$ cat config.mk
export PLATFORM = sky130hd
export DESIGN_NAME = fwd_hazard_ctrl_flat
export DESIGN_NICKNAME = d
export VERILOG_FILES = /design/src/rtl/fwd_hazard_if.sv /design/src/rtl/fwd_hazard_ctrl.sv /design/src/flat_wrapper.sv
export SDC_FILE = /design/constraint.sdc
export NUM_CORES = 1
export LEC_CHECK = 0
export ABC_AREA = 1
export CAP_MARGIN = 5
export CORE_MARGIN = 4
export CORE_UTILIZATION = 50
export CTS_BUF_LIST = sky130_fd_sc_hd__clkbuf_8
export CTS_CLUSTER_SIZE = 25
export DETAILED_ROUTE_END_ITERATION = 10
export GPL_ROUTABILITY_DRIVEN = 0
export GPL_TIMING_DRIVEN = 0
export PLACE_DENSITY = 0.82
export SLEW_MARGIN = 20
export SYNTH_ARGS = -nofsm -noshare
export SYNTH_HDL_FRONTEND = slang
export SYNTH_SLANG_ARGS = --single-unit
export TNS_END_PERCENT = 20
$ cat constraint.sdc
create_clock -name clk -period 2.4 [get_ports clk]
set_clock_uncertainty 0.15 [all_clocks]
set_input_delay 0.48 -clock clk [delete_from_list [all_inputs] [get_ports clk]]
set_output_delay 0.48 -clock clk [all_outputs]
set_load 0.05 [all_outputs]
$ cat src/rtl/fwd_hazard_if.sv
// Pipeline-control bundle between the ID-stage decode and the forwarding/hazard controller.
interface fwd_hazard_if #(
  parameter int unsigned REG_AW = 3,
  parameter int unsigned CNT_W  = 16
);
  logic              id_valid;
  logic [REG_AW-1:0] id_rs1;
  logic [REG_AW-1:0] id_rs2;
  logic [REG_AW-1:0] id_rd;
  logic              id_we;
  logic              id_load;
  logic              flush;
  logic              stall;
  logic              ex_bubble;
  logic [1:0]        fwd_sel1;
  logic [1:0]        fwd_sel2;
  logic [CNT_W-1:0]  stall_cnt;

  modport master (
    output id_valid, id_rs1, id_rs2, id_rd, id_we, id_load, flush,
    input  stall, ex_bubble, fwd_sel1, fwd_sel2, stall_cnt
  );

  modport slave (
    input  id_valid, id_rs1, id_rs2, id_rd, id_we, id_load, flush,
    output stall, ex_bubble, fwd_sel1, fwd_sel2, stall_cnt
  );
endinterface

$ cat src/rtl/fwd_hazard_ctrl.sv
// Forwarding and load-use hazard controller: tracks EX/MEM/WB destinations and
// registers the EX operand-mux selects, stall, bubble and a saturating stall count.
module fwd_hazard_ctrl #(
  parameter int unsigned REG_AW = 3,
  parameter int unsigned CNT_W  = 16
) (
  input  logic         clk,
  input  logic         rst_n,
  fwd_hazard_if.slave  bus
);

  localparam logic [1:0] SEL_RF  = 2'b00;
  localparam logic [1:0] SEL_EXM = 2'b01;
  localparam logic [1:0] SEL_MWB = 2'b11;

  typedef struct packed {
    logic              v;
    logic [REG_AW-1:0] rd;
    logic              we;
    logic              load;
  } ent_t;

  ent_t             ex_q, mem_q, wb_q;
  ent_t             ex_d, id_ent;
  logic [1:0]       sel1_q, sel2_q, sel1_d, sel2_d;
  logic             bubble_q, bubble_d;
  logic [CNT_W-1:0] cnt_q, cnt_d;
  logic             lu1, lu2, stall_c, kill;

  // r0 is never a real producer, so a zero rd can never match
  function automatic logic writes(input ent_t e, input logic [REG_AW-1:0] rs);
    return e.v && e.we && (e.rd != '0) && (e.rd == rs);
  endfunction

  // Newest producer wins: EX/MEM result before MEM/WB result
  function automatic logic [1:0] sel_for(input ent_t ex, input ent_t mem,
                                         input logic [REG_AW-1:0] rs);
    if (writes(ex, rs))       return SEL_EXM;
    else if (writes(mem, rs)) return SEL_MWB;
    else                      return SEL_RF;
  endfunction

  always_comb begin
    id_ent      = '0;
    id_ent.v    = bus.id_valid;
    id_ent.rd   = bus.id_rd;
    id_ent.we   = bus.id_we;
    id_ent.load = bus.id_load;

    lu1     = bus.id_valid && ex_q.load && writes(ex_q, bus.id_rs1);
    lu2     = bus.id_valid && ex_q.load && writes(ex_q, bus.id_rs2);
    stall_c = (lu1 || lu2) && !bus.flush;
    kill    = stall_c || bus.flush || !bus.id_valid;

    ex_d     = id_ent;
    sel1_d   = sel_for(ex_q, mem_q, bus.id_rs1);
    sel2_d   = sel_for(ex_q, mem_q, bus.id_rs2);
    bubble_d = kill;
    if (kill) begin
      ex_d   = '0;
      sel1_d = SEL_RF;
      sel2_d = SEL_RF;
    end

    cnt_d = cnt_q;
    if (stall_c && (cnt_q != '1)) cnt_d = cnt_q + CNT_W'(1);
  end

  always_ff @(posedge clk or negedge rst_n) begin
    if (!rst_n) begin
      ex_q     <= '0;
      mem_q    <= '0;
      wb_q     <= '0;
      sel1_q   <= SEL_RF;
      sel2_q   <= SEL_RF;
      bubble_q <= 1'b1;
      cnt_q    <= '0;
    end else begin
      wb_q     <= mem_q;
      mem_q    <= ex_q;
      ex_q     <= ex_d;
      sel1_q   <= sel1_d;
      sel2_q   <= sel2_d;
      bubble_q <= bubble_d;
      cnt_q    <= cnt_d;
    end
  end

  // WB only records retirement order; it must always be last cycle's MEM
  wb_follows_mem: assert property (@(posedge clk) disable iff (!rst_n) wb_q == $past(mem_q));

  assign bus.stall     = stall_c;
  assign bus.ex_bubble = bubble_q;
  assign bus.fwd_sel1  = sel1_q;
  assign bus.fwd_sel2  = sel2_q;
  assign bus.stall_cnt = cnt_q;

endmodule

$ cat src/flat_wrapper.sv
// flat-port wrapper written by rule: the top's interface ports become plain ports
module fwd_hazard_ctrl_flat 
#(
  parameter int unsigned REG_AW = 3,
  parameter int unsigned CNT_W  = 16
)
  (clk, rst_n, bus_id_valid, bus_id_rs1, bus_id_rs2, bus_id_rd, bus_id_we, bus_id_load, bus_flush, bus_stall, bus_ex_bubble, bus_fwd_sel1, bus_fwd_sel2, bus_stall_cnt);
  fwd_hazard_if #(.REG_AW(REG_AW), .CNT_W(CNT_W)) bus_i ();
  input  logic clk;
  input  logic rst_n;
  input wire logic [$bits(bus_i.id_valid)-1:0] bus_id_valid;
  input wire logic [$bits(bus_i.id_rs1)-1:0] bus_id_rs1;
  input wire logic [$bits(bus_i.id_rs2)-1:0] bus_id_rs2;
  input wire logic [$bits(bus_i.id_rd)-1:0] bus_id_rd;
  input wire logic [$bits(bus_i.id_we)-1:0] bus_id_we;
  input wire logic [$bits(bus_i.id_load)-1:0] bus_id_load;
  input wire logic [$bits(bus_i.flush)-1:0] bus_flush;
  output wire logic [$bits(bus_i.stall)-1:0] bus_stall;
  output wire logic [$bits(bus_i.ex_bubble)-1:0] bus_ex_bubble;
  output wire logic [$bits(bus_i.fwd_sel1)-1:0] bus_fwd_sel1;
  output wire logic [$bits(bus_i.fwd_sel2)-1:0] bus_fwd_sel2;
  output wire logic [$bits(bus_i.stall_cnt)-1:0] bus_stall_cnt;
  assign bus_i.id_valid = bus_id_valid;
  assign bus_i.id_rs1 = bus_id_rs1;
  assign bus_i.id_rs2 = bus_id_rs2;
  assign bus_i.id_rd = bus_id_rd;
  assign bus_i.id_we = bus_id_we;
  assign bus_i.id_load = bus_id_load;
  assign bus_i.flush = bus_flush;
  assign bus_stall = bus_i.stall;
  assign bus_ex_bubble = bus_i.ex_bubble;
  assign bus_fwd_sel1 = bus_i.fwd_sel1;
  assign bus_fwd_sel2 = bus_i.fwd_sel2;
  assign bus_stall_cnt = bus_i.stall_cnt;
  fwd_hazard_ctrl #(.REG_AW(REG_AW), .CNT_W(CNT_W)) u_core (.clk(clk), .rst_n(rst_n), .bus(bus_i));
endmodule
==> metrics list <==
- The run finished with clean final reports.
* Initial antenna violation count: 0
* Series of cell instances along the critical path: xor2_1, nor2_2, nand2_2, nand2_4, nand2_1, nor2_1, buf_6
* Routed wire length: 4.49 mm
* Initial core utilization: 53.0%
- DR vias/cell: slightly above 5
- The tree is rooted in a clkbuf_8.
- Total cell area at the placement stage: around 2400 um^2
- Worst path bufs/invs: 1
* Post-synthesis net count: roughly 280
* Portion of the clock cycle consumed by the worst path in the final layout: 96.5%
* Cell family contributing the most delay on the critical path: simple AND/OR/NAND/NOR gates
- Hold Path Class: in -> async
- The largest individual stage delay along the critical path comes from the cell dfrtp_2.
* CTS H-tree lvls: 2
- Total number of clock tree sinks: 32
* Average routed wire per standard cell: 12.7 um
- Global-route congestion overflow total: 0
* RSZ-0062 raised after global routing: false
* Detailed router's first-iteration violation count: around 150
- For the worst flop-to-flop path, the logic depth is 9.
- Vias in the first global route: 1704
* Pwr/cell area: 456 nW/um^2
* WP depth: 7
- Cells with a size suffix above 1 make up between 20% and 30% of the layout.
- Post-synthesis sequential element count: 32
- Number of fill cells in the layout: 329
- Final antenna-violating net count: 0
- Entering global routing, the biggest net connects 33 pins.
- Number of cells in the finished layout apart from fillers: around 350
- For this run, the detailed router's first-pass iteration total came to 4.
- Data arrival, critical path: 1.69 ns
- Cells fill 67.7% of the core in the end.
* Sum of internal, switching and leakage power: 0.00116 W
- Required arrival time at the worst endpoint: 1.77 ns
- Vias post-DR: about 1.8k
- Count of nets after finishing: 321
- Reg clk slew, reported paths: approximately 0.07 ns
- By startpoint and endpoint, the worst setup path is classified as reg -> out.
* Number of design rule violations left after detail routing: 0
* Yosys warnings: 0
- After clock tree synthesis, the flow added hold-fix buffers numbering 0.
* Maximum count of clock buffers along a single path: 2
- Number of top-level pins: 37
- Kind of launch point of the worst setup path: flip-flop
- The first global-routing pass estimated 7.67 mm of wire.
* Die Height: 71.2 um
- Final-report setup violation count: 0
* TritonCTS clock tree: done
- Avg Synthesized Cell Area: 7.71 um^2
- Gate count of the mapped netlist: 259
- After layout, the minimum clock period comes to 2.32 ns.
* Max-Slew Margin vs Limit: 54.5%
- Insertion delay to the later sink of the worst-skew pair: 0.29 ns
- Summed over all cells, the static leakage comes to 1.21 nW.
- Yosys mapped the design onto 25 distinct sky130hd cell types.
- Summing the sequential cell areas from Yosys gives 40.1% of the chip area.
- The core region is approximately 3800 um^2.
- The area growth from synthesis to layout is 27.7%.
- Post-synthesis instance area: 2000 um^2
* All-layer global routing usage: 19.2%
- The HPWL after detailed placement is between 3 and 4 mm.
- Final Hold Viols: 0
- The floorplan step defined a die boundary enclosing 5070 um^2.
* Antenna fix cells: 0
* Highest clock frequency the design can meet: 432 MHz
- Fin. max-slew vios: 0
- TritonCTS created 5 clock buffers.
* Die Wd: 71.2 um
* Number of input and output port buffers inserted: 36
- Actual transition at the worst max-transition pin: 0.682 ns
- After routing the design area is 2550 um^2.
- Dpl cells: 343
- Site Rows: 22
- Max-Cap Viols: 0
- Peak supply drop: ~0.00033 V
* Critical path peak fanout: 5
- Kind of capture point of the worst setup path: output pin
- On the worst path, the slowest cell contributes a delay of roughly 0.45 ns.
## power breakdown
group,total (W),internal (W),switching (W)
logic,0.0000907,0.0000363,0.0000544
clock network,0.000517,0.000307,0.000210
registers,0.000556,0.000549,0.00000715
total,0.00116,0.000892,0.000272
## kinds of logic (layout without fill, tap and decap cells)
| family | Yosys count | after routing | synth area share (%) |
|---|---|---|---|
| adders and majority gates | 1 | 1 | 0.626 |
| DFF | 32 | 32 | 40.1 |
| and+or+nand+nor | 165 | 165 | 41.9 |
| buffers and inverters | 41 | 88 | 9.64 |
| AOI/OAI and AO/OA | 7 | 7 | 2.00 |
| xor gates and xnor gates | 13 | 13 | 5.70 |
## cells in the mapped netlist
library cell	number	area, um^2
a21oi_2	1	8.76
a31oi_1	1	6.26
buf_12	1	20.0
buf_4	2	15.0
buf_6	2	22.5
clkbuf_1	1	3.75
clkinv_1	1	3.75
dfrtp_1	31	776
dfstp_2	1	26.3
ha_1	1	12.5
inv_1	29	109
inv_2	5	18.8
nand2_1	76	285
nand2_2	14	87.6
nand2_4	1	11.3
nand3_1	9	45.0
nand3_2	3	30.0
nand4_1	22	138
nand4_4	2	42.5
nor2_1	24	90.1
nor2_2	10	62.6
nor2_4	4	45.0
o21ai_0	5	25.0
xnor2_1	6	52.6
xor2_1	7	61.3
## through the flow
stage	setup WS [ns]	setup TNS [ns]	hold slack [ns]
after global placement	-0.733	-0.733	0.206
after global routing	0.00291	0	0.142
after detailed placement	-0.778	-0.778	0.217
after CTS	0.0560	0	0.113
final	0.0850	0	0.0756
after floorplan	0.131	0	0.0344
## layout make-up
cell class	count	area, um^2	area share [%]
clock inverters	3	42.5	1.67
flip-flops and latches	32	805	31.5
multi-input cells	186	1010	39.6
clock buffers	5	68.8	2.70
well taps	48	60.1	2.35
inverters	35	131	5.15
plain buffers	6	61.3	2.40
repair buffers	39	372	14.6
## repair_timing
action,CTS,global route
endpoints found under the hold margin,0,0
pin swaps,3,0
setup endpoints to repair,1,1
gates resized for setup,14,3
buffers inserted,3,0
## flip-flops by register name, indices dropped and copies added (netlist names)
| name | cells |
|---|---|
| u_core.bus.fwd_sel2 | 2 |
| u_core.bus.fwd_sel1 | 2 |
| u_core.mem_q | 5 |
| u_core.bus.ex_bubble | 1 |
| u_core.ex_q | 6 |
| u_core.bus.stall_cnt | 16 |
## placed cells by master, fill, tap and decap left out, drive strengths merged
cell and instances:
dfstp 1, nor2 38, bufinv 1, nand3 12, clkbuf 6, ha 1, dfrtp 31, a21oi 1
o21ai 5, nand2 91, xor2 7, buf 10, inv 34, nand4 24, dlygate4sd2 6, a31oi 1
clkinv 2, clkinvlp 1, clkdlybuf4s50 28, xnor2 6
## worst paths after layout
path	start	end	slack [ns]
max in group asynchronous	rst_n	u_core.ex_q[4]$_DFF_PN0_	1.55
max	u_core.ex_q[4]$_DFF_PN0_	bus_stall	0.08
min in group clk	u_core.ex_q[1]$_DFF_PN0_	u_core.mem_q[1]$_DFF_PN0_	0.23
max reg2reg	u_core.bus.stall_cnt[0]$_DFFE_PN0P_	u_core.bus.stall_cnt[14]$_DFFE_PN0P_	0.38
min	rst_n	u_core.bus.stall_cnt[5]$_DFFE_PN0P_	0.08
min reg2reg	u_core.ex_q[1]$_DFF_PN0_	u_core.mem_q[1]$_DFF_PN0_	0.23
## per-layer routing
| layer | part of all wire (%) | global-route usage (%) | wire length, um | up-vias |
|---|---|---|---|---|
| met3 | 5.7 | 5.05 | 255 | 8 |
| met1 | 44 | 24.3 | 1970 | 822 |
| li1 | - | - | - | 904 |
| met5 | 0 | 0 | 0 | - |
| met2 | 49 | 32.0 | 2190 | 54 |
| met4 | 1.6 | 6.05 | 70 | 0 |
(Power assumes the default switching activity.)
